## config.mk

```make
export PLATFORM = sky130hd
export DESIGN_NAME = ds_mem_reader
export DESIGN_NICKNAME = d
export VERILOG_FILES = /design/src/rtl/ds_mem_reader.sv
export SDC_FILE = /design/constraint.sdc
export NUM_CORES = 1
export LEC_CHECK = 0
export CORE_MARGIN = 2
export CORE_UTILIZATION = 41
export DETAILED_ROUTE_END_ITERATION = 8
export PLACE_DENSITY = 0.72
export SYNTH_ARGS = -nofsm -noshare
export SYNTH_HDL_FRONTEND = slang
export SYNTH_SLANG_ARGS = --single-unit
```

## constraint.sdc

```tcl
create_clock -name CLK -period 3.5 [get_ports CLK]
set_input_delay 0.525 -clock CLK [delete_from_list [all_inputs] [get_ports CLK]]
set_output_delay 0.525 -clock CLK [all_outputs]
set_load 0.005 [all_outputs]
```

## src/rtl/ds_mem_reader.sv

```systemverilog
// ds_mem_reader
// Read-side consumer of the DS segment register. A byte or word read request
// carries a 16-bit offset; the block forms the 20-bit physical address
// (DS<<4)+offset, performs one or two byte reads on an 8-bit handshake bus,
// and returns the little-endian assembled data on a valid/ready response port.
// Each byte read is bounded by a timeout that aborts the access with rsp_err.
module ds_mem_reader #(
    parameter int TIMEOUT_CYCLES = 16,
    parameter int CNT_W          = 5
) (
    input  logic        CLK,
    input  logic        RST,
    input  logic [15:0] ds_i,
    input  logic        req_valid,
    output logic        req_ready,
    input  logic [15:0] req_offset,
    input  logic        req_word,
    output logic        mem_rd,
    output logic [19:0] mem_addr,
    input  logic        mem_ack,
    input  logic [7:0]  mem_rdata,
    output logic        rsp_valid,
    input  logic        rsp_ready,
    output logic [15:0] rsp_data,
    output logic        rsp_err
);

    localparam logic [1:0] ST_IDLE  = 2'd0;
    localparam logic [1:0] ST_RD_LO = 2'd1;
    localparam logic [1:0] ST_RD_HI = 2'd2;
    localparam logic [1:0] ST_RESP  = 2'd3;

    localparam logic [CNT_W-1:0] CNT_ZERO = {CNT_W{1'b0}};
    localparam logic [CNT_W-1:0] CNT_ONE  = CNT_W'(1);
    // Value the counter holds during the last permitted wait cycle.
    localparam logic [CNT_W-1:0] CNT_LAST = CNT_W'(TIMEOUT_CYCLES - 1);

    // Real-mode style segment:offset translation, wrapping at 1 MiB.
    function automatic logic [19:0] phys_addr(input logic [15:0] seg,
                                              input logic [15:0] off);
        phys_addr = {seg, 4'h0} + {4'h0, off};
    endfunction

    logic [1:0]       state_r;
    logic [15:0]      ds_r;
    logic [15:0]      off_r;
    logic             word_r;
    logic [CNT_W-1:0] cnt_r;
    logic             req_ready_r;
    logic             mem_rd_r;
    logic [19:0]      mem_addr_r;
    logic             rsp_valid_r;
    logic [15:0]      rsp_data_r;
    logic             rsp_err_r;

    logic [19:0]      accept_addr_s;
    logic [15:0]      hi_off_s;
    logic [19:0]      hi_addr_s;
    logic             ack_s;
    logic             expire_s;

    // Address forms and per-cycle read outcome (ack only counts while strobing).
    always_comb begin
        accept_addr_s = phys_addr(ds_i, req_offset);
        hi_off_s      = off_r + 16'd1;
        hi_addr_s     = phys_addr(ds_r, hi_off_s);
        ack_s         = mem_rd_r & mem_ack;
        expire_s      = mem_rd_r & ~mem_ack & (cnt_r == CNT_LAST);
    end

    // Main FSM: request snapshot, byte reads with timeout, response hold.
    always_ff @(posedge CLK or posedge RST) begin
        if (RST) begin
            state_r     <= ST_IDLE;
            ds_r        <= 16'h0000;
            off_r       <= 16'h0000;
            word_r      <= 1'b0;
            cnt_r       <= CNT_ZERO;
            req_ready_r <= 1'b1;
            mem_rd_r    <= 1'b0;
            mem_addr_r  <= 20'h00000;
            rsp_valid_r <= 1'b0;
            rsp_data_r  <= 16'h0000;
            rsp_err_r   <= 1'b0;
        end else begin
            case (state_r)
                ST_IDLE: begin
                    if (req_valid && req_ready_r) begin
                        // Snapshot so later DS/offset changes cannot disturb the access.
                        ds_r        <= ds_i;
                        off_r       <= req_offset;
                        word_r      <= req_word;
                        req_ready_r <= 1'b0;
                        mem_rd_r    <= 1'b1;
                        mem_addr_r  <= accept_addr_s;
                        cnt_r       <= CNT_ZERO;
                        rsp_data_r  <= 16'h0000;
                        rsp_err_r   <= 1'b0;
                        state_r     <= ST_RD_LO;
                    end else begin
                        // Coming back from RESP, ready rises one cycle after the handshake.
                        req_ready_r <= 1'b1;
                    end
                end
                ST_RD_LO: begin
                    if (ack_s) begin
                        rsp_data_r[7:0] <= mem_rdata;
                        mem_rd_r        <= 1'b0;
                        if (word_r) begin
                            // One idle strobe cycle before the high byte read.
                            mem_addr_r <= hi_addr_s;
                            cnt_r      <= CNT_ZERO;
                            state_r    <= ST_RD_HI;
                        end else begin
                            rsp_data_r[15:8] <= 8'h00;
                            rsp_valid_r      <= 1'b1;
                            state_r          <= ST_RESP;
                        end
                    end else if (expire_s) begin
                        mem_rd_r    <= 1'b0;
                        rsp_data_r  <= 16'h0000;
                        rsp_err_r   <= 1'b1;
                        rsp_valid_r <= 1'b1;
                        state_r     <= ST_RESP;
                    end else if (mem_rd_r) begin
                        cnt_r <= cnt_r + CNT_ONE;
                    end else begin
                        mem_rd_r <= 1'b1;
                    end
                end
                ST_RD_HI: begin
                    if (!mem_rd_r) begin
                        mem_rd_r <= 1'b1;
                    end else if (ack_s) begin
                        rsp_data_r[15:8] <= mem_rdata;
                        mem_rd_r         <= 1'b0;
                        rsp_valid_r      <= 1'b1;
                        state_r          <= ST_RESP;
                    end else if (expire_s) begin
                        mem_rd_r    <= 1'b0;
                        rsp_data_r  <= 16'h0000;
                        rsp_err_r   <= 1'b1;
                        rsp_valid_r <= 1'b1;
                        state_r     <= ST_RESP;
                    end else begin
                        cnt_r <= cnt_r + CNT_ONE;
                    end
                end
                ST_RESP: begin
                    if (rsp_ready) begin
                        rsp_valid_r <= 1'b0;
                        state_r     <= ST_IDLE;
                    end else begin
                        rsp_valid_r <= 1'b1;
                    end
                end
                default: begin
                    state_r     <= ST_IDLE;
                    req_ready_r <= 1'b1;
                    mem_rd_r    <= 1'b0;
                    rsp_valid_r <= 1'b0;
                end
            endcase
        end
    end

    assign req_ready = req_ready_r;
    assign mem_rd    = mem_rd_r;
    assign mem_addr  = mem_addr_r;
    assign rsp_valid = rsp_valid_r;
    assign rsp_data  = rsp_data_r;
    assign rsp_err   = rsp_err_r;

endmodule

```

==> run metrics, run 1 <==
Hold WC Path Type=in -> async; metal3 WL=between 600 and 700 um; RSZ-0062 raised after global routing=false; area of the die=12920 um2; Max Used Layer=met4; Synthesized Nets=571; mux contribution to synthesized area=0.08574; synthesized area=4932 um2; Yosys Warn Count=0; M1 WL=5348 um; Final period util=0.8994; Post-Place Setup Slack=0.3446 ns; Routed Antenna Nets=0; CP startpoint kind=flip-flop; Post-CTS Resized=0; first-pass GRT wire length=19860 um; post-synthesis adder-cell area fraction=0.09437; Synth cell types=59; H-tree levels=3; largest family of logic cells by synthesized area=compound AO/OA/AOI/OAI gates; Post-synth EDFFs=0; leakage=~2.7 nW; CTS Buf Count=9; Starting Density=0.4158; CP Capture Type=flip-flop; met2 WL=5847 um; num rows=40; Worst-path clk slew=~0.06 ns; Storage cell area=2003 um2; asr flop ratio synth=1.000; Peak Freq=317.7 MHz; setup violators final=0; drt first pass iters=5; max cap viols=0; GR Overflow Total=0; critical path arrival=3.38 ns; R2R Setup Slk=0.35 ns; run status=completed; Final Hold Viols=0; Chip Height=113.7 um; Setup Skew=0.004387 ns; XOR/XNOR Fraction of Synth Area=0.06900; Post-CTS Setup Inserts=0; number of global-route vias before repair=slightly above 4000; hold bufs inserted after CTS=0; CP Data Required Time=between 3 and 4 ns; crit-path max FO=6; layout cells sized above 1=0.1355; # diodes=0; final setup margin=0.3521 ns; WL/cell=16.38 um; DR vias/cell=roughly 5.6; commonest non-fill, non-tap cell in the layout=clkdlybuf4s50_1; CTS Sinks=80; Placer Congestion=0.8974; setup_tns=0 ns; sequential share of the synthesized area=0.4061; TritonCTS clock tree=done; multi-input logic area=roughly 2800 um2; Final Slew Violations=0; Bufs on Longest Clock Path=2; most frequent cells in the layout=clkdlybuf4s50_1, dfrtp_1, nor2_1, nand2_1, a21oi_1; Port Buffer Count=85; Detailed Place HPWL=roughly 9100 um; 1st-iter DRT viols=258; compound-gate portion of the synthesized area=0.1951; Fillers=between 1000 and 1500; synthesis-to-finish area growth=27.45%; Final min period=3.148 ns; via count=about 4000; clk_lat worst skew=between 0.3 and 0.4 ns; Remaining DRCs=0; Simple-Gate Fraction of Synth Area=0.1294; I/O pin count=86; initial antenna violation count=0; synthesized flop and latch total=80; WS Path Type=reg -> reg; final WL=11950 um; Slew headroom=0.5072; worst vdd ir=0.3536 mV; gr usage total=0.1923; Die W=~110 um; pwr/cell area=slightly above 900 nW/um2; Top FF cell, synth=dfrtp_1; Worst-Margin Slew=0.7372 ns; CTS root buffer=clkbuf_16; Core Region=11860 um2; average size of a mapped cell=10.09 um2; pin count of the biggest net entering global routing=66; Final #Nets=660; Post-Syn Instances=489; total power=0.005747 W
layout make-up:
class | instances | area share
clock buffer | 11 | 0.04021
clock inverter | 5 | 0.008758
sequential | 80 | 0.3187
timing repair buffer | 89 | 0.1441
tap | 147 | 0.02926
multi-input combinational | 384 | 0.4506
inverter | 14 | 0.008360
worst paths after layout:
check,from,to,cells past startpoint
max,off_r[2],mem_addr[16],12
min,RST,rsp_data[10],2
max reg2reg,off_r[2],mem_addr[16],12
min reg2reg,cnt_r[4],cnt_r[4],2
max in group asynchronous,RST,req_ready,3
min in group CLK,cnt_r[4],cnt_r[4],2
logic make-up after synthesis:
| group | Yosys count |
|---|---|
| flops | 80 |
| mux | 38 |
| fa+ha+maj | 36 |
| compound gates | 138 |
| simple gates | 134 |
| buf+inv | 25 |
| xor+xnor | 38 |
cell usage after synthesis, types with 8 or more instances:
library cell,n,share of area
a21o_1,12,0.018
a21oi_1,37,0.038
a22o_1,15,0.027
and3_1,8,0.010
dfrtp_1,79,0.40
ha_1,34,0.086
inv_1,14,0.011
mux2_2,34,0.078
nand2_1,41,0.031
nand3_1,16,0.016
nor2_1,41,0.031
o21ai_0,18,0.018
o21ai_1,8,0.0081
xnor2_1,26,0.046
xor2_1,11,0.020
where the power goes:
group | internal (W) | switching (W) | total, W
logic | 0.00153 | 0.00157 | 0.00310
registers | 0.00133 | 0.000364 | 0.00169
clock network | 0.000588 | 0.000370 | 0.000958
sequential cells by signal (all words and copies together) (netlist names):
| signal | count |
|---|---|
| cnt_r | 5 |
| ds_r | 16 |
| mem_addr | 20 |
| mem_rd | 1 |
| off_r | 16 |
| req_ready | 1 |
| rsp_data | 16 |
| rsp_err | 1 |
| rsp_valid | 1 |
| state_r | 2 |
| word_r | 1 |
layer usage:
layer	GRT usage	vias to the layer above
li1	-	1964
met1	0.2399	1969
met2	0.3377	108
met3	0.03719	13
met4	0.05935	0
met5	0	-
through the flow:
stage / cells / hold slack (ns) / util / cell area [um2]
6_report: 730 / 0.4705 / 0.5300 / 6286
5_1_grt: 730 / 0.4924 / 0.5300 / 6286
4_1_cts: 730 / 0.4707 / 0.5300 / 6286
3_5_place_dp: 714 / 0.4669 / 0.5040 / 5978
3_3_place_gp: 714 / 0.4594 / 0.5040 / 5978
2_1_floorplan: 489 / 0.4485 / - / 4932
worst max-delay path, stage by stage (launching register included):
cell and delay (ns):
dfrtp_1 0.42, and3_1 0.20, and2_1 0.19, nand3_1 0.11, nor2_1 0.29, nand3_1 0.14, xnor2_1 0.14, ha_1 0.35
a21o_1 0.20, o211a_1 0.26, a211o_1 0.31, xnor2_1 0.14, a221oi_1 0.29
Power figures use the tool's default switching activity.
==> run 2: changes to the inputs <==
- CORE_ASPECT_RATIO: not set -> 1.1
- CTS_CLUSTER_SIZE: not set -> 12
==> run metrics, run 2 (synthesized netlist as in run 1, its figures left out) <==
CP Capture Type=flip-flop; gr usage total=0.1976; run status=completed; area of the die=roughly 13000 um2; num rows=42; TritonCTS clock tree=done; Final min period=3.122 ns; Placer Congestion=0.8843; first-pass GRT wire length=20200 um; Remaining DRCs=0; most frequent cells in the layout=clkdlybuf4s50_1, dfrtp_1, nor2_1, nand2_1, a21oi_1; final WL=12010 um; R2R depth=12; Port Buffer Count=85; Slew headroom=0.4827; CP startpoint kind=flip-flop; Bufs on Longest Clock Path=2; Final period util=0.8920; RSZ-0062 raised after global routing=false; # diodes=0; Worst-path clk slew=0.06 ns; hold bufs inserted after CTS=0; worst vdd ir=0.3605 mV; Peak Freq=roughly 320 MHz; H-tree levels=3; GR Overflow Total=0; CTS Buf Count=9; Post-CTS Resized=0; worst hold path depth=2; WHS=0.4940 ns; initial antenna violation count=0; WL/cell=16.27 um; Detailed Place HPWL=9420 um; Routed Antenna Nets=0; pin count of the biggest net entering global routing=36; pwr/cell area=910.0 nW/um2; setup violators final=0; Worst-Margin Slew=0.7738 ns; CTS root buffer=clkbuf_16; via count=4084; critical path arrival=3.36 ns; Setup Skew=around 0.0046 ns; Starting Density=0.4153; Final Hold Viols=0; Hold WC Path Type=reg -> reg; number of global-route vias before repair=just over 4000; Chip Height=119.0 um; Die W=108.6 um; leakage=2.729 nW; CTS Sinks=80; Core Region=11880 um2; max cap viols=0; drt first pass iters=5; setup_tns=0 ns; total power=0.005722 W; DR vias/cell=5.534; synthesis-to-finish area growth=27.50%; max reg flops=20; WS Path Type=reg -> reg; Post-CTS Setup Inserts=0; commonest non-fill, non-tap cell in the layout=clkdlybuf4s50_1; Final Slew Violations=0; Final #Nets=661; 1st-iter DRT viols=220; layout cells sized above 1=0.1370; clk_lat worst skew=0.34 ns; crit-path max FO=6; I/O pin count=86; CP Data Required Time=3.74 ns
[run 2: cell types whose count changed in the layout (fill, tap and decap cells not counted), moves of 2 or more]
cell and change:
inv_6 +2, buf_4 +2, clkinv_4 +2, clkbuf_8 -2
[run 2: final timing paths]
kind	to	start	slack [ns]
max reg2reg	mem_addr[16]	off_r[2]	0.38
min in group asynchronous	cnt_r[2]	RST	0.56
min	cnt_r[4]	cnt_r[4]	0.49
max	mem_addr[16]	off_r[2]	0.38
min reg2reg	cnt_r[4]	cnt_r[4]	0.49
max in group asynchronous	req_ready	RST	2.19
[run 2: power by group]
| group | leakage (nW) | internal (W) | switching (W) |
|---|---|---|---|
| logic | 1.61 | 0.00152 | 0.00156 |
| clock network | 0.143 | 0.000560 | 0.000395 |
| registers | 0.975 | 0.00133 | 0.000361 |
| total | 2.73 | 0.00341 | 0.00231 |
[run 2: critical path, stage by stage (launching register included)]
cell      delay [ns]
dfrtp_1         0.42
and3_1          0.19
and2_1          0.18
nand3_1         0.10
nor2_1          0.30
nand3_1         0.14
xnor2_1         0.14
ha_1            0.36
a21o_1          0.20
o211a_1         0.26
a211o_1         0.31
xnor2_1         0.13
a221oi_1        0.27
[run 2: layout make-up]
cell class / count / area [um2]
clock buffer: 9 / 225.2
clock inverter: 7 / 80.08
sequential: 80 / 2003
inverter: 14 / 53.80
fill: 1070 / 5588
tap: 154 / 192.7
timing repair buffer: 90 / 900.9
multi-input combinational: 384 / 2833
[run 2: metrics by stage]
step	cell area (um2)	util	setup WS, ns	instances
global route	6289	0.5295	0.1043	738
finish	6289	0.5295	0.3781	738
CTS	6289	0.5295	0.3808	738
global placement	5983	0.5038	0.4966	722
floorplan	4932	-	0.7229	489
detailed placement	5983	0.5038	0.4198	722
[run 2: per-layer routing]
metal | vias up | track usage | share of wire
met1 | 1982 | 0.2498 | 0.43
li1 | 1962 | - | -
met4 | 0 | 0.06811 | 0.018
met3 | 20 | 0.03996 | 0.052
met2 | 120 | 0.3336 | 0.50
met5 | - | 0 | 0
==> patch: new RTL, flow settings as in run 1 <==
Change the parameter `CNT_W` from 5 to 10.
--- a/src/rtl/ds_mem_reader.sv
+++ b/src/rtl/ds_mem_reader.sv
@@ -7,5 +7,5 @@
 module ds_mem_reader #(
     parameter int TIMEOUT_CYCLES = 16,
-    parameter int CNT_W          = 5
+    parameter int CNT_W          = 10
 ) (
     input  logic        CLK,
Behaviour: same outputs for any inputs over 4 cycles, from zero or initial values and one cycle with RST high; that may be too few to reach the edited logic, so the function may still have changed.
==> patch against run 1 <==
First-iteration DRC count decreased by 20%. Critical path type unchanged. Largest power group unchanged. Sequential cell count rose by 5. Global-route usage rose by 0.50 points. Die area up 5.5%. Worst setup slack better by 0.21 ns. Power hardly changed. Clock skew rose by 0.0033 ns. Synthesized area up 5.7%. Count of clock-buffer cells in the layout grew 1. Critical endpoint is now mem_addr[15]. Highest routed layer unchanged. Wire length grew 8.2%. Cell area up 4.2%.
==> patch: results (changes against run 1) <==
Synthesis
  • Seq/Total Area, Yosys: 40.8% (was 40.6%)
  • Leading post-synthesis cells by cell area: dfrtp_1 (40%), ha_1 (7.7%), mux2_2 (6.7%), xnor2_1 (4.2%), o21ai_0 (3.6%) (was dfrtp_1 (40%), ha_1 (8.6%), mux2_2 (7.8%), xnor2_1 (4.6%), a21oi_1 (3.8%))
  • Syn nets: 603 (was 571)
  • Yosys cell types: 63 (was 59)

Layout
  • Nets: 693 (was 660)
  • Filler cells: 1202 (was 1066)
  • Layout cells sized above 1: 11.2% (was 13.6%)

Detailed routing
  • Routed WL: 12.9 mm (was 12.0 mm)
  • First-pass DRT Iterations: 4 (was 5)
  • Vias: 4321 (was 4054)
  • Drt first-iter violations: 207 (was 258)

Placement
  • Gpl congestion: 0.884 (was 0.897)
  • Hpwl dp: 9.70 mm (was 9.12 mm)

GRT
  • Largest net degree at the start of global routing: 86 (was 66)
  • First-pass GRT wire length: 21.2 mm (was 19.9 mm)
  • All-Layer GR Usage: 19.7% (was 19.2%)
  • Vias in the first global route: 4424 (was 4093)

STA
  • Skew final: 0.00773 ns (was 0.00439 ns)
  • Slew HR: 50.7% (about the same)

Setup path
  • Critical Path Fanout Max: 5 (was 6)
  • Critical path's top delay family: simple AND/OR/NAND/NOR gates (was compound AO/OA/AOI/OAI gates)
  • Slowest cell on the critical path: dfrtp_1 (unchanged)

Power
  • Leak Pwr: 2.76 nW (was 2.73 nW)
  • Maximum VDD drop: 0.403 mV (was 0.354 mV)

Min path
  • Hold Crit Class: reg -> reg (was in -> async)

Run status
  • Outcome: complete, no violations (unchanged)
[patch: changes by cell type in the layout (fill, tap and decap cells not counted), moves of 8 or more]
cell and delta:
a22o_1 -14, o211ai_1 +8, nand3_1 +8, o21ai_0 +20, a32o_1 +15, nor2_1 -15
[patch: stage by stage]
stage               instance area, um^2  setup WS [ns]  std cells  hold slack [ns]
global route                       6550          0.371        790            0.507
CTS                                6550          0.571        790            0.496
finish                             6550          0.558        790            0.491
detailed placement                 6290          0.526        774            0.473
floorplan                          5210          0.783        523            0.473
global placement                   6290          0.565        774            0.470
[patch: layout make-up]
cell class	instances	share of cell area (%)
inverters	16	0.936
well taps	172	3.29
clock inverters	4	0.382
clock buffers	12	3.61
multi-input cells	408	45.2
repair buffers	93	14.1
flip-flops and latches	85	32.5
[patch: cells by family after synthesis]
family	count (synthesis)	synth area share (%)
AND/OR/NAND/NOR	145	14.4
multiplexers	36	7.66
XOR/XNOR	34	5.71
adder cells (fa/ha/maj)	34	8.45
flip-flops	85	40.8
buffers and inverters	30	2.50
AO/OA/AOI/OAI	159	20.4
[patch: worst paths after layout]
kind / end / from / slack, ns / cells past startpoint
min in group asynchronous: mem_addr[18] / RST / 0.63 / 3
max in group asynchronous: req_ready / RST / 2.53 / 3
min reg2reg: rsp_data[10] / rsp_data[10] / 0.49 / 1
min: rsp_data[10] / rsp_data[10] / 0.49 / 1
max: mem_addr[15] / off_r[0] / 0.56 / 13
max reg2reg: mem_addr[15] / off_r[0] / 0.56 / 13
[patch: power breakdown]
group | switching, mW | total (mW) | internal (mW)
sequential | 0.341 | 1.72 | 1.38
clock | 0.381 | 0.860 | 0.479
combinational | 1.65 | 3.16 | 1.51
total | 2.37 | 5.74 | 3.37
[patch: metal layers]
metal  up-vias  GRT usage, %  wire length [um]
met5         -             0                 0
met1      2095          25.9              6030
met3        12          5.40               658
met2        93          32.2              6090
met4         0          5.49               158
li1       2121             -                 -
